$ cat config.mk
export PLATFORM = sky130hd
export DESIGN_NAME = uart_rx_fifo
export DESIGN_NICKNAME = d
export VERILOG_FILES = /design/src/rtl/uart_pkg.sv /design/src/rtl/sync_fifo.sv /design/src/rtl/uart_rx_fifo.sv
export SDC_FILE = /design/constraint.sdc
export NUM_CORES = 1
export LEC_CHECK = 0
export CAP_MARGIN = 20
export CORE_AREA = 2 2 127 129
export CTS_CLUSTER_DIAMETER = 150
export DETAILED_ROUTE_END_ITERATION = 16
export DIE_AREA = 0 0 129 131
export GPL_TIMING_DRIVEN = 0
export PLACE_DENSITY = 0.72
export SYNTH_ARGS = -nofsm -noshare
export SYNTH_HDL_FRONTEND = slang
export SYNTH_HIERARCHICAL = 1
export SYNTH_SLANG_ARGS = --single-unit
$ cat constraint.sdc
create_clock -name clk -period 2.55 [get_ports clk]
set_clock_uncertainty 0.15 [all_clocks]
set_input_delay 0.3825 -clock clk [delete_from_list [all_inputs] [get_ports clk]]
set_output_delay 0.3825 -clock clk [all_outputs]
set_load 0.005 [all_outputs]
$ cat src/rtl/uart_pkg.sv
// Shared UART definitions for the receive and transmit paths.
// Holds the serial FSM state encoding and the default bit period.
package uart_pkg;

  localparam int unsigned UART_CLKS_PER_BIT = 868;

  typedef enum logic [1:0] {
    IDLE  = 2'd0,
    START = 2'd1,
    DATA  = 2'd2,
    STOP  = 2'd3
  } uart_state_e;

endpackage

$ cat src/rtl/sync_fifo.sv
// Generic single-clock FIFO with combinational head read; one cycle from push to non-empty.
// A push while full is refused unless a pop happens in the same cycle.
module sync_fifo #(
  parameter int unsigned WIDTH = 8,
  parameter int unsigned DEPTH = 16
) (
  input  logic             clk,
  input  logic             rst,
  input  logic             push_i,
  input  logic [WIDTH-1:0] wdata_i,
  input  logic             pop_i,
  output logic [WIDTH-1:0] rdata_o,
  output logic             empty_o,
  output logic             full_o
);

  localparam int unsigned AW = $clog2(DEPTH);

  logic [WIDTH-1:0] mem_q [DEPTH];
  logic [AW:0]      wr_ptr_q, wr_ptr_d;
  logic [AW:0]      rd_ptr_q, rd_ptr_d;
  logic             push_ok, pop_ok;

  // Extra pointer MSB distinguishes full from empty when the indices match.
  assign empty_o = (wr_ptr_q == rd_ptr_q);
  assign full_o  = (wr_ptr_q[AW] != rd_ptr_q[AW]) &&
                   (wr_ptr_q[AW-1:0] == rd_ptr_q[AW-1:0]);
  assign pop_ok  = pop_i && !empty_o;
  assign push_ok = push_i && (!full_o || pop_ok);
  assign rdata_o = mem_q[rd_ptr_q[AW-1:0]];

  always_comb begin
    wr_ptr_d = wr_ptr_q;
    rd_ptr_d = rd_ptr_q;
    if (push_ok) wr_ptr_d = wr_ptr_q + 1'b1;
    if (pop_ok)  rd_ptr_d = rd_ptr_q + 1'b1;
  end

  always_ff @(posedge clk or negedge rst) begin
    if (!rst) begin
      wr_ptr_q <= '0;
      rd_ptr_q <= '0;
    end else begin
      wr_ptr_q <= wr_ptr_d;
      rd_ptr_q <= rd_ptr_d;
    end
  end

  always_ff @(posedge clk) begin
    if (push_ok) mem_q[wr_ptr_q[AW-1:0]] <= wdata_i;
  end

endmodule

$ cat src/rtl/uart_rx_fifo.sv
// 8N1 UART receiver feeding a receive FIFO; byte visible one cycle after the stop-bit sample.
// No backpressure on the line: a byte arriving at a full FIFO is dropped and flagged as overrun.
module uart_rx_fifo
  import uart_pkg::*;
#(
  parameter int unsigned CLKS_PER_BIT = UART_CLKS_PER_BIT,
  parameter int unsigned FIFO_DEPTH   = 16
) (
  input  logic       clk,
  input  logic       rst,
  input  logic       rx,
  input  logic       read_en,
  input  logic       clear_errors,
  output logic [7:0] data_out,
  output logic       data_valid,
  output logic       fifo_full,
  output logic       overrun,
  output logic       frame_error
);

  localparam int unsigned CW = $clog2(CLKS_PER_BIT);
  localparam logic [CW-1:0] HALF_M1 = CW'(CLKS_PER_BIT / 2 - 1);
  localparam logic [CW-1:0] BIT_M1  = CW'(CLKS_PER_BIT - 1);

  logic          rx_meta_q, rx_s_q;
  uart_state_e   state_q;
  logic [CW-1:0] cnt_q;
  logic [2:0]    bit_q;
  logic [7:0]    shift_q;
  logic          push_q;
  logic          frame_error_q;
  logic          armed_q;
  logic          overrun_q, overrun_d;
  logic          fifo_empty, pop_ok;

  always_ff @(posedge clk or negedge rst) begin
    if (!rst) begin
      rx_meta_q <= 1'b1;
      rx_s_q    <= 1'b1;
    end else begin
      rx_meta_q <= rx;
      rx_s_q    <= rx_meta_q;
    end
  end

  // armed_q blocks a new start after a framing error until the line has gone idle again (break).
  always_ff @(posedge clk or negedge rst) begin
    if (!rst) begin
      state_q       <= IDLE;
      cnt_q         <= '0;
      bit_q         <= '0;
      shift_q       <= '0;
      push_q        <= 1'b0;
      frame_error_q <= 1'b0;
      armed_q       <= 1'b1;
    end else begin
      push_q <= 1'b0;
      if (clear_errors) frame_error_q <= 1'b0;
      case (state_q)
        IDLE: begin
          cnt_q <= '0;
          if (rx_s_q) armed_q <= 1'b1;
          else if (armed_q) state_q <= START;
        end
        START: begin
          if (cnt_q == HALF_M1) begin
            cnt_q   <= '0;
            bit_q   <= '0;
            state_q <= rx_s_q ? IDLE : DATA;
          end else begin
            cnt_q <= cnt_q + 1'b1;
          end
        end
        DATA: begin
          if (cnt_q == BIT_M1) begin
            cnt_q   <= '0;
            shift_q <= {rx_s_q, shift_q[7:1]};
            if (bit_q == 3'd7) state_q <= STOP;
            else bit_q <= bit_q + 1'b1;
          end else begin
            cnt_q <= cnt_q + 1'b1;
          end
        end
        STOP: begin
          if (cnt_q == BIT_M1) begin
            cnt_q   <= '0;
            state_q <= IDLE;
            if (rx_s_q) begin
              push_q <= 1'b1;
            end else begin
              frame_error_q <= 1'b1;
              armed_q       <= 1'b0;
            end
          end else begin
            cnt_q <= cnt_q + 1'b1;
          end
        end
        default: state_q <= IDLE;
      endcase
    end
  end

  sync_fifo #(
    .WIDTH (8),
    .DEPTH (FIFO_DEPTH)
  ) u_fifo (
    .clk     (clk),
    .rst     (rst),
    .push_i  (push_q),
    .wdata_i (shift_q),
    .pop_i   (read_en),
    .rdata_o (data_out),
    .empty_o (fifo_empty),
    .full_o  (fifo_full)
  );

  assign pop_ok = read_en && !fifo_empty;

  always_comb begin
    overrun_d = overrun_q;
    if (clear_errors) overrun_d = 1'b0;
    if (push_q && fifo_full && !pop_ok) overrun_d = 1'b1;
  end

  always_ff @(posedge clk or negedge rst) begin
    if (!rst) overrun_q <= 1'b0;
    else      overrun_q <= overrun_d;
  end

  assign data_valid  = !fifo_empty;
  assign overrun     = overrun_q;
  assign frame_error = frame_error_q;

endmodule
==> flow_summary.json <==
{
  "status": "complete, but fails checks",
  "violations": "negative setup slack",
  "coreArea_um2": 15600,
  "finalHoldViolCount": 0,
  "r2r_start": "u_fifo/rd_ptr_q[0]",
  "fin_crit_ps": 2700,
  "switching_share_pct": 27.1,
  "syn-cell-area_um2": 6920,
  "ir_drop_mv": 0.528,
  "combPwrFrac_pct": 24.2,
  "yosysTopAreaCellShare_pct": 55.6,
  "critical_path_buf_inv_count": 4,
  "cpPeakStageDelay_ps": 500,
  "dpl_worst_slack_ps": -372,
  "cp-start-kind": "flip-flop",
  "power_switching_mw": 1.95,
  "vias_per_cell": 5.47,
  "antenna_found_initial": 0,
  "fin_crit_sh_pct": 106,
  "vias": 3712,
  "yosysSeqAreaShare_pct": 69.7,
  "cts_htree_levels": 4,
  "die_w_um": 129,
  "crit_family": "buffers and inverters",
  "leakage_nw": 3.38,
  "grt_pass1_wl_mm": 21.8,
  "synth_seq_cells": 167,
  "synth_top_flop_cell": "edfxtp_1",
  "syn_nets": 403,
  "fin_tns_setup_ps": -942,
  "antenna_cells": 0,
  "slew_viol_final": 0,
  "synth.most_common_cell": "edfxtp_1",
  "wl_per_cell_um": 20.3,
  "synth-edff-count": 128,
  "ys_types": 46,
  "worst_slew_pin_slew_ps": 877,
  "seq_power_share_pct": 43.0,
  "reg2reg_slack_ps": 100,
  "dp_hpwl_mm": 8.53,
  "nFillCells": 1224,
  "clk_latency_ps": 430,
  "fp.dieArea_um2": 16900,
  "crit_required_ps": 2020,
  "drt_first_iter_violations": 452,
  "dr.pass1.iters": 4,
  "p_clk_share_pct": 32.8,
  "ant_nets": 0,
  "die_y_um": 131,
  "setup_viol": 9,
  "tritoncts": "built",
  "routed_wl_mm": 13.8,
  "rows": 46,
  "area_growth_pct": 20.4,
  "initial_utilization_pct": 44.4,
  "cts-root-buf": "clkbuf_16",
  "yosysTopAreaCell": "edfxtp_1",
  "fmax_mhz": 370,
  "r2r_end": "u_fifo/mem_q[5][7]",
  "slowest_stage": "mux4_2",
  "crit_path_frequent_cell": "buf_12",
  "p_per_area_nw_per_um2": 865,
  "crit_fanout": 7,
  "end_kind": "primary output",
  "overflow": 0,
  "synth_cells": 389,
  "p_int_mw": 5.25,
  "drc": 0,
  "cts.sinks": 167,
  "clk_pin_slew_ps": 60,
  "syn_area_per_cell_um2": 17.8,
  "relSlewSlack_pct": 41.5,
  "io_buffers": 16,
  "drv_cap": 0,
  "gp_congestion": 0.804,
  "rsz0062_at_grt": "yes",
  "io_pins": 17,
  "fin_nets": 465,
  "numCtsBuffers": 17,
  "hp-start": "rx_meta_q",
  "critical_path_class": "reg -> out",
  "holdPathStages": 0,
  "path_cells": "buf_12 > buf_6 > buf_12 > mux4_2 > a22oi_2 > nand2_2 > buf_2",
  "cts_buffer_depth": 2,
  "grt_max_degree": 40,
  "hold-path-endpoint": "rx_s_q",
  "netlist_top_cells_count": "edfxtp_1, dfrtp_1, mux4_2",
  "drive_gt1_share_pct": 32.8,
  "critical_path_arrival_ps": 2170,
  "grtUsageTotal_pct": 18.0,
  "hp-class": "reg -> reg",
  "async_flop_share_pct": 23.4,
  "yosysWarningCount": 6,
  "finalWorstSetupSlack_ps": -154,
  "synth_area_leaders": "edfxtp_1, dfrtp_1, mux4_2",
  "grt_pass1_vias": 3950,
  "reg2reg_depth": 8
}
flip-flops by register name, summed over array words and instances, names as in the netlist, named ones only:
signal,cells
u_fifo/mem_q,128
cnt_q,10
shift_q,8
u_fifo/rd_ptr_q,5
u_fifo/wr_ptr_q,5
bit_q,3
armed_q,1
frame_error,1
overrun,1
push_q,1
rx_meta_q,1
rx_s_q,1
state_q,1
worst register-to-register path: stages, from the launching register on:
cell and delay [ps]:
dfrtp_1 410, buf_12 160, buf_4 140, buf_6 120, xnor2_4 180, nand4_4 140, o31a_4 350, buf_6 150
and3_1 340
how the worst max path moves through the flow:
stage	from	endpoint	slack (ps)	depth (start not counted)
after global placement	read_en	u_fifo/mem_q[11][5]	-480	3
after CTS	u_fifo/rd_ptr_q[0]	data_out[2]	-240	8
after global routing	u_fifo/rd_ptr_q[0]	data_out[2]	-250	7
final	u_fifo/rd_ptr_q[0]	data_out[7]	-150	7
after detailed placement	u_fifo/rd_ptr_q[1]	data_out[7]	-370	6
after floorplan	u_fifo/wr_ptr_q[4]	u_fifo/mem_q[11][0]	370	3
kinds of logic after synthesis:
family	count (synthesis)	share of synthesized area (%)
adder cells (fa/ha/maj)	9	1.63
multiplexers	41	12.3
XOR/XNOR	22	2.89
AO/OA/AOI/OAI	33	3.87
flip-flops	167	69.7
AND/OR/NAND/NOR	87	7.20
buffers and inverters	30	2.37
cell usage in the layout (no fill, tap or decap), types with 12 or more instances in the layout:
master	count
buf_4	14
nand2_1	14
inv_1	12
a22oi_2	14
and3_1	16
clkbuf_16	17
nor2_1	15
buf_6	14
dfrtp_1	36
edfxtp_1	128
mux4_2	32
stage by stage:
stage          total power [mW]  util, %  hold WS [ps]  area, um^2  std cells
2_1_floorplan              3.90        -         -63.1        6920        389
3_3_place_gp               4.17     47.1           197        7350        621
3_5_place_dp               4.20     47.2           202        7360        622
4_1_cts                    7.21     53.2           195        8290        677
5_1_grt                    7.48     53.4           214        8330        679
6_report                   7.20     53.4           210        8330        679
metal layers:
layer | track usage [%] | part of all wire, % | vias to the layer above
met4 | 7.35 | 2.1 | 0
met3 | 4.68 | 6.1 | 26
li1 | - | - | 1646
met1 | 23.0 | 42 | 1930
met2 | 29.5 | 50 | 110
met5 | 0 | 0 | -
cell type report:
type	count	area, um^2	area share, %
Clock buffer	19	433	5.20
Timing Repair Buffer	44	409	4.91
Multi-Input combinational cell	192	2060	24.8
Tap cell	216	270	3.25
Sequential cell	167	4820	57.9
Clock inverter	12	103	1.23
Buffer	16	175	2.10
Inverter	13	48.8	0.586
repair_timing:
item,4_1_cts,5_1_grt
setup buffers,22,3
hold buffers,1,0
setup endpoints to repair,10,21
gates resized for setup,73,20
endpoints found under the hold margin,36,0
gates cloned,2,0
pin swaps,20,11
power groups by stage:
stage | clock (mW) | sequential (mW) | combinational (mW)
2_1_floorplan | 0 | 3.11 | 0.788
3_5_place_dp | 0 | 3.14 | 1.06
3_3_place_gp | 0 | 3.13 | 1.04
6_report | 2.36 | 3.10 | 1.74
4_1_cts | 2.40 | 3.09 | 1.71
5_1_grt | 2.51 | 3.11 | 1.86
(Power assumes the default switching activity.)
